[src/rtl/uart_cmd_parser_pkg.sv]
// Shared definitions for the receive-side command parser: datapath width,
// ASCII control characters, parser states and the ASCII-to-nibble decoder.
package uart_cmd_parser_pkg;

  localparam int unsigned SEQ_DP_WIDTH = 16;

  localparam logic [7:0] ASCII_CR = 8'h0D;
  localparam logic [7:0] ASCII_LF = 8'h0A;
  localparam logic [7:0] ASCII_BS = 8'h08;

  typedef enum logic [1:0] {
    stEmpty,
    stAcc,
    stDiscard
  } parse_state_e;

  // Returns {legal, nibble}; inverse of the TX-side nibble-to-ASCII mapping.
  function automatic logic [4:0] fnASCII2Nib(input logic [7:0] c);
    logic [4:0] r;
    r = '0;
    if (c >= 8'h30 && c <= 8'h39) begin
      r = {1'b1, c[3:0]};
    end else if ((c >= 8'h41 && c <= 8'h46) || (c >= 8'h61 && c <= 8'h66)) begin
      // 'A'/'a' have low nibble 1, so adding 9 yields 10..15
      r = {1'b1, c[3:0] + 4'd9};
    end
    return r;
  endfunction

  function automatic logic fnIsTerm(input logic [7:0] c);
    return (c == ASCII_CR) || (c == ASCII_LF);
  endfunction

endpackage

[src/rtl/uart_cmd_parser.sv]
// Converts a CR/LF-terminated line of ASCII hex digits from the UART receiver
// into one right-aligned command word on a valid/ready output register.
module uart_cmd_parser
  import uart_cmd_parser_pkg::*;
#(
  parameter int unsigned DATA_W  = SEQ_DP_WIDTH,
  parameter int unsigned NUM_NIB = DATA_W / 4
) (
  input  logic              clk,
  input  logic              rst,
  input  logic [7:0]        i_rx_data,
  input  logic              i_rx_valid,
  output logic [DATA_W-1:0] o_cmd,
  output logic              o_cmd_valid,
  input  logic              i_cmd_ready,
  output logic              o_err,
  output logic              o_overrun,
  output logic              o_busy
);

  localparam int unsigned CNT_W = $clog2(NUM_NIB + 1);

  parse_state_e      state_q, state_d;
  logic [DATA_W-1:0] acc_q, acc_d;
  logic [CNT_W-1:0]  cnt_q, cnt_d;
  logic              err_q, err_d;
  logic              complete;

  logic [DATA_W-1:0] cmd_q;
  logic              cmd_valid_q;
  logic              overrun_q;

  logic [4:0]        dec;
  logic              is_digit;
  logic              is_term;
  logic              is_bs;
  logic [3:0]        nib;

  // Classify the incoming byte.
  always_comb begin
    dec      = fnASCII2Nib(i_rx_data);
    is_digit = dec[4];
    nib      = dec[3:0];
    is_term  = fnIsTerm(i_rx_data);
    is_bs    = (i_rx_data == ASCII_BS);
  end

  // Line parser next state: accumulator, digit count, error pulse, completion.
  always_comb begin
    state_d  = state_q;
    acc_d    = acc_q;
    cnt_d    = cnt_q;
    err_d    = 1'b0;
    complete = 1'b0;
    if (i_rx_valid) begin
      case (state_q)
        stEmpty: begin
          if (is_digit) begin
            acc_d   = DATA_W'(nib);
            cnt_d   = CNT_W'(1);
            state_d = stAcc;
          end else if (!is_term && !is_bs) begin
            err_d   = 1'b1;
            state_d = stDiscard;
          end
        end
        stAcc: begin
          if (is_digit) begin
            if (cnt_q == CNT_W'(NUM_NIB)) begin
              err_d   = 1'b1;
              acc_d   = '0;
              cnt_d   = '0;
              state_d = stDiscard;
            end else begin
              acc_d = (acc_q << 4) | DATA_W'(nib);
              cnt_d = cnt_q + CNT_W'(1);
            end
          end else if (is_bs) begin
            acc_d = acc_q >> 4;
            cnt_d = cnt_q - CNT_W'(1);
            if (cnt_q == CNT_W'(1)) begin
              state_d = stEmpty;
            end
          end else if (is_term) begin
            complete = 1'b1;
            acc_d    = '0;
            cnt_d    = '0;
            state_d  = stEmpty;
          end else begin
            err_d   = 1'b1;
            acc_d   = '0;
            cnt_d   = '0;
            state_d = stDiscard;
          end
        end
        stDiscard: begin
          if (is_term) begin
            state_d = stEmpty;
          end
        end
        default: begin
          acc_d   = '0;
          cnt_d   = '0;
          state_d = stEmpty;
        end
      endcase
    end
  end

  // Parser state register.
  always_ff @(posedge clk) begin
    if (rst) begin
      state_q <= stEmpty;
      acc_q   <= '0;
      cnt_q   <= '0;
      err_q   <= 1'b0;
    end else begin
      state_q <= state_d;
      acc_q   <= acc_d;
      cnt_q   <= cnt_d;
      err_q   <= err_d;
    end
  end

  // Single-entry output register; a word completing into a full, unaccepted
  // register is dropped and flagged instead of overwriting the held word.
  always_ff @(posedge clk) begin
    if (rst) begin
      cmd_q       <= '0;
      cmd_valid_q <= 1'b0;
      overrun_q   <= 1'b0;
    end else begin
      overrun_q <= 1'b0;
      if (complete) begin
        if (!cmd_valid_q || i_cmd_ready) begin
          cmd_q       <= acc_q;
          cmd_valid_q <= 1'b1;
        end else begin
          overrun_q <= 1'b1;
        end
      end else if (cmd_valid_q && i_cmd_ready) begin
        cmd_valid_q <= 1'b0;
      end
    end
  end

  assign o_cmd       = cmd_q;
  assign o_cmd_valid = cmd_valid_q;
  assign o_err       = err_q;
  assign o_overrun   = overrun_q;
  assign o_busy      = (state_q != stEmpty);

endmodule

[config.mk]
export PLATFORM = sky130hd
export DESIGN_NAME = uart_cmd_parser
export DESIGN_NICKNAME = d
export VERILOG_FILES = /design/src/rtl/uart_cmd_parser_pkg.sv /design/src/rtl/uart_cmd_parser.sv
export SDC_FILE = /design/constraint.sdc
export NUM_CORES = 1
export LEC_CHECK = 0
export BUFFER_PORTS_ARGS = -buffer_cell sky130_fd_sc_hd__buf_2
export CORE_AREA = 2 2 68 70
export CTS_CLUSTER_SIZE = 10
export DETAILED_ROUTE_END_ITERATION = 8
export DIE_AREA = 0 0 70 72
export HOLD_SLACK_MARGIN = 0.06
export PLACE_DENSITY = 0.69
export SYNTH_ARGS = -nofsm -noshare
export SYNTH_HDL_FRONTEND = slang
export SYNTH_SLANG_ARGS = --single-unit
[constraint.sdc]
create_clock -name clk -period 3.2 [get_ports clk]
set_input_delay 0.64 -clock clk [delete_from_list [all_inputs] [get_ports clk]]
set_output_delay 0.64 -clock clk [all_outputs]
set_load 0.1 [all_outputs]
==> impl_metrics.env <==
export IMPL_outcome="finished clean"
export IMPL_crit_chain="buf_2 > nor4b_1 > nand3_1 > a21oi_1 > o211ai_1 > a311oi_1"
export IMPL_drt_iter0_drc=98
export IMPL_power_switching_mw=0.250
export IMPL_worst_setup_path_end_kind="flop"
export IMPL_timing_rr_end="cnt_q[0]"
export IMPL_antenna_left=0
export IMPL_r2r_slack_ns=0.91
export IMPL_synthFlopType="dfxtp_1"
export IMPL_fin_cells=312
export IMPL_synthCells=232
export IMPL_crit_start="i_rx_data[3]"
export IMPL_cts_sink_count=40
export IMPL_timing_fmax_ghz=0.370
export IMPL_finalHoldViolations=0
export IMPL_synth_edf_count=0
export IMPL_rows=24
export IMPL_wl_met3_um=220
export IMPL_clock_latency_ns=0.29
export IMPL_slew_headroom_pct=28.2
export IMPL_path_delay_family="compound AO/OA/AOI/OAI gates"
export IMPL_fin_crit_sh_pct=84.4
export IMPL_path_depth=6
export IMPL_worstPathRequired_ns=3.40
export IMPL_slowest_stage="a21oi_1"
export IMPL_fp_dieH_um=72
export IMPL_h_tree_depth=2
export IMPL_clkTransAtPathRegs_ns=0.08
export IMPL_grt_pass1_wl_um=7580
export IMPL_dp_final_hpwl_um=3210
export IMPL_min_path_type="reg -> reg"
export IMPL_wl_per_cell_um=14.1
export IMPL_power_share_clock_pct=40.9
export IMPL_coreArea_um2=4260
export IMPL_power_density_nw_per_um2=442
export IMPL_cts_resized=0
export IMPL_max_cap_viol_count=0
export IMPL_maxUsedRoutingLayer="met4"
export IMPL_crit_path_end="cnt_q[0]"
export IMPL_reg2regPathDepth=6
export IMPL_grt_pass1_vias=1615
export IMPL_intPower_mw=0.790
export IMPL_diodes=0
export IMPL_p_comb_share_pct=9.9
export IMPL_cts_buffer_depth=2
export IMPL_antenna_found_initial=0
export IMPL_grt_max_degree=32
export IMPL_dr_pass1_iters=4
export IMPL_fp_dieArea_um2=5040
export IMPL_drc=0
export IMPL_wl_met1_um=2080
export IMPL_hold_slack_ns=0.473
export IMPL_wl_met2_um=2030
export IMPL_layout_common_cells="40 x dfxtp_1, 31 x buf_2, 24 x nor2_1"
export IMPL_synth_area_top_cells="dfxtp_1 39%, mux2i_1 8.3%, ha_1 5.5%"
export IMPL_area_growth_pct=14.4
export IMPL_root_buffer="clkbuf_8"
export IMPL_via_count=1741
export IMPL_final_common_cell="dfxtp_1"
export IMPL_worstPathMaxFanout=15
export IMPL_synthesis_area_um2=2060
export IMPL_crit_arrival_ns=2.90
export IMPL_finalSetupViolations=0
export IMPL_avgViaCountPerCell=5.58
export IMPL_cpPeakStageDelay_ns=0.89
export IMPL_hold_buffers=0
export IMPL_dp_cells=304
export IMPL_ys_ff_latch=40
export IMPL_pin_count=32
export IMPL_syn_nets=253
export IMPL_port_buffers=31
export IMPL_synth_top_area_share_pct=39.0
export IMPL_timing_setup_tns_ns=0
export IMPL_seq_area_frac_synth_pct=39.0
export IMPL_synth_avg_cell_area_um2=8.86
export IMPL_grt_use_total_pct=18.5
export IMPL_finalWeightedCongestion=0.904
export IMPL_critPathLaunchType="input pin"
export IMPL_gr_total_overflow=0
export IMPL_crit_buf_inv=1
export IMPL_slew_violations=0
export IMPL_cts_tree="yes"
export IMPL_worstSetupPathType="in -> reg"
export IMPL_die_w_um=70
export IMPL_reg2reg_from="cnt_q[0]"
export IMPL_synth_cell_types=47
export IMPL_drive_gt1_share_pct=20.0
export IMPL_worst_pin_slew_ns=1.08
export IMPL_p_sw_share_pct=24.0
export IMPL_pwr_share_seq_pct=49.2
export IMPL_cts_setup_buffers=0
export IMPL_final_setup_skew_ns=0.00495
export IMPL_final_nets=280
export IMPL_ir_drop_uv=163
export IMPL_initial_utilization_pct=48.2
export IMPL_power_leakage_nw=0.893
export IMPL_async_flop_share_pct=0
export IMPL_drt_total_wl_um=4410
export IMPL_ys_warn_count=0
export IMPL_rsz0062_at_grt="false"
export IMPL_cts_buffers=5
export IMPL_synth_top_area_cell="dfxtp_1"
export IMPL_finalCriticalPeriod_ns=2.70
-- registers in the layout, summed over array words and instances, names as in the netlist --
register,flops
o_cmd_valid,1
state_q,2
o_cmd,16
o_err,1
cnt_q,3
o_overrun,1
acc_q,16
-- cell type report --
type / count / area [um^2]
flip-flops and latches: 40 / 801
clock buffers: 6 / 82.6
clock inverters: 2 / 38.8
fillers: 406 / 1910
inverters: 7 / 26.3
repair buffers: 35 / 185
well taps: 52 / 65.1
multi-input cells: 170 / 1150
-- power groups by stage --
| stage | combinational [mW] | clock, mW | sequential (mW) |
|---|---|---|---|
| after global placement | 0.101 | 0 | 0.523 |
| final | 0.103 | 0.425 | 0.511 |
| after floorplan | 0.0744 | 0 | 0.525 |
| after detailed placement | 0.103 | 0 | 0.523 |
| after global routing | 0.112 | 0.455 | 0.512 |
| after CTS | 0.103 | 0.439 | 0.511 |
-- kinds of logic (layout without fill, tap and decap cells) --
group           Yosys count  after routing  synth area share, %
compound gates           49             49                 17.0
xor+xnor                  1              1                0.426
fa+ha+maj                 9              9                 5.48
flops                    40             40                 39.0
mux                      18             18                 8.83
simple gates             93             93                 24.3
buf+inv                  22             50                 4.99
-- synth_stat cells (2+ instances only) --
| cell type | n |
|---|---|
| a22oi_1 | 9 |
| nor2_1 | 24 |
| nor2b_1 | 4 |
| ha_1 | 9 |
| nand4b_1 | 2 |
| a211o_1 | 2 |
| mux2i_1 | 17 |
| nor3b_1 | 2 |
| and3_1 | 4 |
| clkbuf_1 | 8 |
| a21oi_1 | 9 |
| inv_1 | 7 |
| nand2_1 | 17 |
| or4b_4 | 2 |
| o21ai_0 | 13 |
| nand4_1 | 6 |
| a311oi_1 | 2 |
| dfxtp_1 | 40 |
| buf_6 | 2 |
| nand2b_1 | 2 |
| a311oi_2 | 3 |
| nand3b_1 | 2 |
| nand3_1 | 9 |
| or3_1 | 2 |
| and2_1 | 5 |
| buf_2 | 4 |
| o21ai_1 | 2 |
| nor3_1 | 5 |
-- how the worst min path moves through the flow --
stage / startpoint / end / slack, ns / cells past startpoint
floorplan: acc_q[12] / acc_q[12] / 0.44 / 2
global placement: acc_q[12] / acc_q[12] / 0.46 / 2
detailed placement: acc_q[13] / acc_q[13] / 0.47 / 2
CTS: acc_q[13] / acc_q[13] / 0.48 / 2
global route: acc_q[13] / acc_q[13] / 0.49 / 2
finish: acc_q[12] / acc_q[12] / 0.47 / 2
-- through the flow --
step	utilization, %	total power, mW	area (um^2)	worst slack [ns]
after floorplan	-	0.600	2060	0.789
after global placement	52.3	0.624	2230	0.285
after detailed placement	52.3	0.625	2230	0.206
after CTS	55.1	1.05	2350	0.517
after global routing	55.1	1.08	2350	0.242
final	55.1	1.04	2350	0.498
-- tightest hold or removal path: stages, from the launching register on --
cell and delay [ns]:
dfxtp_1 0.32, nand2_1 0.06, a21oi_1 0.05
-- routing by layer --
metal / vias up / GRT usage [%]
met1: 789 / 24.7
met4: 0 / 6.62
met2: 52 / 30.2
met5: - / 0
li1: 893 / -
met3: 7 / 3.75
Power figures use the tool's default switching activity.
